`src/rtl/prod_accum_stage_pkg.sv`:
```
// Shared types and helpers for the product accumulator stage.
//   state_t  : accumulator FSM states (ACC collecting terms, HOLD presenting a result)
//   *_DEF    : default widths / term count
//   sat_add  : width-generic saturating unsigned add, returns {ovf, sum}
package prod_accum_stage_pkg;

    typedef enum logic {
        ACC  = 1'b0,
        HOLD = 1'b1
    } state_t;

    localparam int unsigned PW_DEF      = 8;
    localparam int unsigned N_TERMS_DEF = 4;
    localparam int unsigned ACC_W_DEF   = 10;
    localparam int unsigned SAT_MAX_W   = 32;

    typedef struct packed {
        logic                 ovf;
        logic [SAT_MAX_W-1:0] sum;
    } sat_res_t;

    // Operands are expected to fit in w bits (w <= SAT_MAX_W); the sum is
    // formed one bit wider and clamped to 2^w-1 when it spills past w bits.
    function automatic sat_res_t sat_add(input logic [SAT_MAX_W-1:0] a,
                                         input logic [SAT_MAX_W-1:0] b,
                                         input int unsigned          w);
        logic [SAT_MAX_W:0] full;
        logic [SAT_MAX_W:0] lim;
        sat_res_t           r;
        full  = {1'b0, a} + {1'b0, b};
        lim   = ((SAT_MAX_W+1)'(1) << w) - (SAT_MAX_W+1)'(1);
        r.ovf = (full > lim);
        r.sum = r.ovf ? lim[SAT_MAX_W-1:0] : full[SAT_MAX_W-1:0];
        return r;
    endfunction

endpackage

```
`src/rtl/prod_accum_stage.sv`:
```
// Multiply-accumulate back end: sums N_TERMS unsigned products into one
// saturating dot-product result and presents it on a valid/ready port.
// Ports:
//   clk, rst_n       : clock, synchronous active-low reset
//   clear            : synchronous abort; drops partial sum and any held result
//   p_valid/p_ready  : product handshake (p_ready decoded from state and clear)
//   p_data           : unsigned product, PW bits
//   sum_valid/ready  : result handshake
//   sum_data         : accumulated result, ACC_W bits, saturated
//   sum_ovf          : result was saturated (qualified by sum_valid)
//   busy             : at least one term taken and result not yet delivered
module prod_accum_stage
    import prod_accum_stage_pkg::*;
#(
    parameter int unsigned PW      = PW_DEF,
    parameter int unsigned N_TERMS = N_TERMS_DEF,
    parameter int unsigned ACC_W   = ACC_W_DEF,
    parameter int unsigned CW      = 2
) (
    input  logic             clk,
    input  logic             rst_n,
    input  logic             clear,
    input  logic             p_valid,
    output logic             p_ready,
    input  logic [PW-1:0]    p_data,
    output logic             sum_valid,
    input  logic             sum_ready,
    output logic [ACC_W-1:0] sum_data,
    output logic             sum_ovf,
    output logic             busy
);

    state_t           state;
    logic [ACC_W-1:0] acc;
    logic [CW-1:0]    cnt;
    logic             ovf;
    sat_res_t         add;
    logic             take;
    logic             last_term;

    // Products are only taken while collecting, and never in a clear cycle.
    assign p_ready   = (state == ACC) && !clear;
    assign take      = p_valid && p_ready;
    assign last_term = (cnt == CW'(N_TERMS - 1));

    always_comb add = sat_add(32'(acc), 32'(p_data), ACC_W);

    // Accumulator FSM with registered result port; reset beats clear.
    always_ff @(posedge clk) begin
        if (!rst_n) begin
            state     <= ACC;
            acc       <= '0;
            cnt       <= '0;
            ovf       <= 1'b0;
            sum_valid <= 1'b0;
            sum_data  <= '0;
            sum_ovf   <= 1'b0;
            busy      <= 1'b0;
        end else if (clear) begin
            state     <= ACC;
            acc       <= '0;
            cnt       <= '0;
            ovf       <= 1'b0;
            sum_valid <= 1'b0;
            busy      <= 1'b0;
        end else begin
            case (state)
                ACC: begin
                    if (take) begin
                        busy <= 1'b1;
                        if (last_term) begin
                            // Final term goes straight to the output register.
                            sum_data  <= ACC_W'(add.sum);
                            sum_ovf   <= ovf | add.ovf;
                            sum_valid <= 1'b1;
                            state     <= HOLD;
                            acc       <= '0;
                            cnt       <= '0;
                        end else begin
                            acc <= ACC_W'(add.sum);
                            ovf <= ovf | add.ovf;
                            cnt <= cnt + CW'(1);
                        end
                    end
                end
                HOLD: begin
                    if (sum_ready) begin
                        sum_valid <= 1'b0;
                        busy      <= 1'b0;
                        ovf       <= 1'b0;
                        state     <= ACC;
                    end
                end
                default: state <= ACC;
            endcase
        end
    end

endmodule

```
`config.mk`:
```
export PLATFORM = sky130hd
export DESIGN_NAME = prod_accum_stage
export DESIGN_NICKNAME = d
export VERILOG_FILES = /design/src/rtl/prod_accum_stage_pkg.sv /design/src/rtl/prod_accum_stage.sv
export SDC_FILE = /design/constraint.sdc
export NUM_CORES = 1
export LEC_CHECK = 0
export ABC_AREA = 1
export BUFFER_PORTS_ARGS = -buffer_cell sky130_fd_sc_hd__buf_2
export CORE_AREA = 8 8 70 72
export CTS_CLUSTER_SIZE = 40
export DETAILED_ROUTE_END_ITERATION = 8
export DIE_AREA = 0 0 78 80
export GPL_TIMING_DRIVEN = 0
export MAX_ROUTING_LAYER = met4
export PLACE_DENSITY = 0.62
export SYNTH_ARGS = -nofsm -noshare
export SYNTH_HDL_FRONTEND = slang
export SYNTH_SLANG_ARGS = --single-unit
export TNS_END_PERCENT = 1
```
`constraint.sdc`:
```
create_clock -name clk -period 5.4 [get_ports clk]
set_clock_uncertainty 0.2 [all_clocks]
set_input_delay 0.27 -clock clk [delete_from_list [all_inputs] [get_ports clk]]
set_output_delay 0.27 -clock clk [all_outputs]
set_load 0.02 [all_outputs]
```
==> results of run 1 <==
==> worst max path at each step <==
stage          startpoint  depth (start not counted)  endpoint  slack, ps
3_5_place_dp    p_data[0]                         13    acc[9]       3300
2_1_floorplan      acc[0]                         11    acc[8]       3560
5_1_grt            acc[0]                         12    acc[9]       3120
3_3_place_gp    p_data[0]                         13    acc[9]       3330
4_1_cts            acc[0]                         12    acc[9]       3320
6_report           acc[0]                         12    acc[9]       3300
==> layout make-up <==
type	count	area share
buffer	6	0.0201
clock buffer	3	0.0221
clock inverter	1	0.00268
inverter	31	0.0631
multi-input combinational	167	0.499
sequential	27	0.290
tap	50	0.0336
timing repair buffer	26	0.0698
==> layer usage <==
layer  up-vias  global-route usage  routed length [µm]
li1        801                   -                   -
met1       632               0.146                1770
met2        18               0.209                1800
met3         2              0.0327                 144
met4         0              0.0167                  13
met5         -                   -                   0
==> through the flow <==
stage	instances	utilization	power (mW)	hold slack, ps	instance area, µm²
2_1_floorplan	231	-	0.248	228	1630
3_3_place_gp	307	0.471	0.263	245	1820
3_5_place_dp	307	0.471	0.263	248	1820
4_1_cts	311	0.483	0.373	52.5	1860
5_1_grt	311	0.483	0.387	59.4	1860
6_report	311	0.483	0.370	53.1	1860
==> synthesized netlist by cell type, drive strengths merged <==
master and instances:
nand2 77, inv 30, dfxtp 27, a21oi 22, nor2 15, o21ai 15
nand3 12, ha 9, a31oi 4, buf 4, nand3b 3, o21bai 3
clkbuf 2, nand4 2, xor2 2, a21boi 1, clkinv 1, fa 1
xnor2 1
==> flip-flops by register name, indices dropped and copies added, names as in the netlist <==
name,count
state,1
sum_valid,1
acc,10
sum_ovf,1
busy,1
sum_data,10
cnt,2
ovf,1
==> cells by family (layout without fill, tap and decap cells) <==
group                      after synthesis  count (layout)
AOI/OAI and AO/OA                       45              45
and+or+nand+nor                        109             109
xor gates and xnor gates                 3               3
buffers and inverters                   37              67
adders and majority gates               10              10
DFF                                     27              27
==> worst max-delay path: stages, from the launching register on <==
cell and delay [ps]:
dfxtp_1 340, ha_1 220, inv_1 70, fa_1 400, inv_1 130, nand3_1 80
nand2_1 110, nand2_1 90, nand2_1 80, nor2_1 40, nand2_1 80, nand3_1 80
a21oi_1 120
==> power breakdown <==
group / switching, mW / internal, mW
registers: 0.00150 / 0.201
clock network: 0.0606 / 0.0516
logic: 0.0345 / 0.0205
==> flow_metrics.py, run 1 <==
metrics = {
    "synth": {
        "synthCells": 231,
        "yosys.area.top_type": "dfxtp_1",
        "syn_area_um2": 1630,
        "synth_top_family_by_area": "simple AND/OR/NAND/NOR gates",
        "synthAdderAreaFrac": 0.0816,
        "synth_xor_xnor_area_share": 0.0162,
        "synth_compound_area_frac": 0.162,
        "synth_simple_gate_area_frac": 0.313,
        "synth_seq_cells": 27,
        "synthTopCellsByArea": "dfxtp_1 (33%), nand2_1 (14%), ha_1 (6.9%)",
        "synthesis.nets": 254,
        "netlist.area_leader.share": 0.333,
        "synth_cell_types": 27,
        "synth.area.mux_share": 0,
        "yosys_warnings": 0,
        "syn_area_per_cell_um2": 7.04,
        "ys_seq_area_frac": 0.333,
    },
    "critical_path": {
        "start_kind": "flop",
        "path_class": "flop to flop",
        "cp-end-kind": "flop",
        "regToRegEndpoint": "acc[9]",
        "r2r_cells": 12,
        "worstPathArrival_ps": 2100,
        "cp.required_ps": 5400,
        "crit_fanout": 3,
        "reg2reg_from": "acc[0]",
        "reg2reg_slack_ps": 3300,
    },
    "layout": {
        "n_antenna_cell": 0,
        "multi_input_area_um2": 930,
        "register_area_um2": 541,
        "drive_above_1_share": 0.241,
        "layout_common_cells": "nand2_1 (61), inv_1 (28), dfxtp_1 (27)",
        "syn_to_final_growth_pct": 14.7,
        "nets": 285,
        "final_common_cell": "nand2_1",
        "nFillCells": 413,
    },
    "detailed_routing": {
        "ant_nets": 0,
        "num_vias": 1453,
        "finalWirelength_um": 3730,
        "drtPass1Iterations": 4,
        "routed_via_density": 4.67,
        "drtIter0Drc": 64,
        "drc": 0,
        "wl_per_cell_um": 12.0,
    },
    "sta": {
        "tightestPinTransition_ps": 613,
        "timing.final.crit_period_ps": 2100,
        "setup_viol": 0,
        "fin_crit_sh": 0.389,
        "fin_ws_ps": 3300,
        "slew_viol_final": 0,
        "max-slew-margin-rel": 0.591,
        "tns_ps": 0,
        "rsz0062_at_grt": "false",
        "finalHoldViolCount": 0,
        "fmax_mhz": 476,
    },
    "placed_design": {
        "globalplace.congestion": 0.807,
        "portBuffers": 26,
        "dpl.hpwl_um": 3020,
        "post-place-ws_ps": 3300,
    },
    "power": {
        "powerDensity_nw_per_um2": 198,
        "peakVddDrop_uv": 191,
        "p_leak_nw": 0.937,
    },
    "min_path": {
        "whs_endpoint": "state",
        "min_path_type": "input pin to flop",
        "min_from": "sum_ready",
        "hold_depth": 4,
    },
    "cts": {
        "cts_tree": "yes",
        "clk_latency_ps": 270,
        "clock_path_buffers": 2,
        "cts_resized": 0,
        "cts_sinks": 27,
        "cts_root_buffer": "clkbuf_8",
        "cts_made_buffers": 3,
        "htree_levels": 1,
        "clk_pin_slew_ps": 90,
        "hold_buffers": 0,
        "post_cts_buffers": 0,
    },
    "die": {
        "core_um2": 3860,
        "initial_core_util": 0.421,
        "row_count": 23,
        "die_y_um": 80,
        "ios": 27,
        "dieWidth_um": 78,
        "die_area_um2": 6240,
    },
    "job": {
        "cap_violations": 0,
    },
    "global_routing": {
        "grt_pass1_wl_um": 6160,
        "grt_usage": 0.123,
        "grt_pass1_vias": 1396,
        "antenna_found_initial": 0,
        "grt_max_degree": 16,
        "grt_overflow": 0,
    },
    "run_status": {
        "outcome": "finished, final reports clean",
    },
}
Note: power is estimated with default switching activity, not from simulation.
==> run 2: changes to the inputs <==
==> constraint.sdc (replaced) <==
create_clock -name clk -period 2.1 [get_ports clk]
set_clock_uncertainty 0.2 [all_clocks]
set_input_delay 0.105 -clock clk [delete_from_list [all_inputs] [get_ports clk]]
set_output_delay 0.105 -clock clk [all_outputs]
set_load 0.02 [all_outputs]
==> run 2 against run 1 <==
Effect of this change:
- sequential share of layout area down 1.3 points
- worst hold slack improved by 36 ps
- core utilization up 2.2 points
- setup slack lost 3100 ps
==> flow_metrics.py, run 2 (synthesized netlist as in run 1, its figures left out) <==
metrics = {
    "run_status": {
        "outcome": "finished, final reports clean",
    },
    "cts": {
        "cts_made_buffers": 3,
        "post_cts_buffers": 0,
        "cts_root_buffer": "clkbuf_8",
        "cts_tree": "yes",
        "clk_pin_slew_ps": 90,
        "cts_sinks": 27,
        "clock_path_buffers": 2,
        "htree_levels": 1,
        "clk_latency_ps": 270,
    },
    "detailed_routing": {
        "finalWirelength_um": 3790,
        "num_vias": 1486,
        "drtIter0Drc": 74,
        "drtPass1Iterations": 4,
        "routed_via_density": 4.72,
        "drc": 0,
        "wl_per_cell_um": 12.0,
        "ant_nets": 0,
    },
    "layout": {
        "nets": 289,
        "fin_util": 0.506,
        "n_antenna_cell": 0,
        "syn_to_final_growth_pct": 19.9,
        "fin_area_um2": 1950,
        "layout_common_cells": "nand2_1 (60), inv_1 (27), dfxtp_1 (27)",
        "final_common_cell": "nand2_1",
        "reg_top3": "acc x10, sum_data x10, cnt x2",
        "drive_above_1_share": 0.264,
    },
    "placed_design": {
        "globalplace.congestion": 0.807,
        "portBuffers": 26,
        "dpl.hpwl_um": 3020,
        "dpl_cell_area_um2": 1820,
    },
    "critical_path": {
        "path_class": "flop to flop",
        "cp.required_ps": 2100,
        "start_kind": "flop",
        "worstPathArrival_ps": 1940,
        "crit_fanout": 10,
        "cp-end-kind": "flop",
    },
    "power": {
        "p_sw_frac": 0.259,
        "peakVddDrop_uv": 486,
        "powerDensity_nw_per_um2": 494,
        "power_frac_seq": 0.543,
        "switching_power_mw": 0.249,
        "p_leak_nw": 0.946,
        "total_power_mw": 0.963,
        "power_frac_comb": 0.161,
        "power_frac_clock": 0.296,
        "power.internal_mw": 0.713,
    },
    "global_routing": {
        "grt_max_degree": 16,
        "grt_pass1_wl_um": 6220,
        "grt_overflow": 0,
        "grt_usage": 0.125,
        "antenna_found_initial": 0,
        "grt_pass1_vias": 1400,
    },
    "sta": {
        "finalHoldViolCount": 0,
        "tightestPinTransition_ps": 613,
        "hold_slack_ps": 88.7,
        "slew_viol_final": 0,
        "fin_crit_sh": 0.923,
        "max-slew-margin-rel": 0.591,
        "timing.final.crit_period_ps": 1940,
        "fmax_mhz": 516,
        "setup_viol": 0,
        "rsz0062_at_grt": "false",
        "tns_ps": 0,
    },
    "die": {
        "initial_core_util": 0.421,
        "die_area_um2": 6240,
        "ios": 27,
        "row_count": 23,
        "die_y_um": 80,
        "dieWidth_um": 78,
        "core_um2": 3860,
    },
    "job": {
        "cap_violations": 0,
    },
    "min_path": {
        "min_path_type": "input pin to flop",
    },
}
[run 2: cell types whose count changed in the layout (fill, tap and decap cells not counted), sizes merged]
cell and change:
dlygate4sd3 +4
[run 2: stage by stage]
step	setup slack [ps]	instances
5_1_grt	4.55	315
3_3_place_gp	69.6	307
3_5_place_dp	36.2	307
6_report	161	315
4_1_cts	19.6	315
2_1_floorplan	258	231
[run 2: critical path: stages, from the launching register on]
cell and delay [ps]:
dfxtp_1 370, ha_4 160, inv_1 50, fa_2 360, inv_2 90, nand3_2 80, nand3_2 140, inv_2 50
buf_6 150, nand2_4 70, nand2_2 50, a21oi_2 100
[run 2: worst paths after layout]
kind / startpoint / slack (ps) / to / cells after the start
max: acc[0] / 160 / acc[5] / 11
min reg2reg: cnt[0] / 260 / cnt[0] / 1
min: p_data[0] / 90 / sum_data[0] / 4
max reg2reg: acc[0] / 160 / acc[5] / 11
[run 2: power by group through the flow]
| stage | clock network, mW | logic [mW] | registers, mW |
|---|---|---|---|
| 4_1_cts | 0.294 | 0.149 | 0.522 |
| 3_5_place_dp | 0 | 0.143 | 0.534 |
| 5_1_grt | 0.314 | 0.174 | 0.523 |
| 2_1_floorplan | 0 | 0.103 | 0.534 |
| 6_report | 0.285 | 0.155 | 0.522 |
| 3_3_place_gp | 0 | 0.143 | 0.534 |
[run 2: final cells by class]
type	count	area [µm²]
fill	398	1910
clock inverter	1	5.00
tap	50	62.6
inverter	31	118
sequential	27	541
timing repair buffer	30	170
buffer	6	37.5
clock buffer	3	41.3
multi-input combinational	167	975
[run 2: repair_timing]
item	in CTS	in global routing
resized for setup	0	8
hold endpoints to repair	7	0
hold buffers	4	0
setup endpoints to repair	0	14
[run 2: layer usage]
metal  vias to the layer above  share of wire  GRT usage  wire length, µm
li1                        809              -          -                -
met1                       653           0.48      0.149             1800
met2                        22           0.49      0.211             1840
met3                         2          0.035     0.0327              134
met4                         0         0.0034     0.0167               13
met5                         -              0          -                0
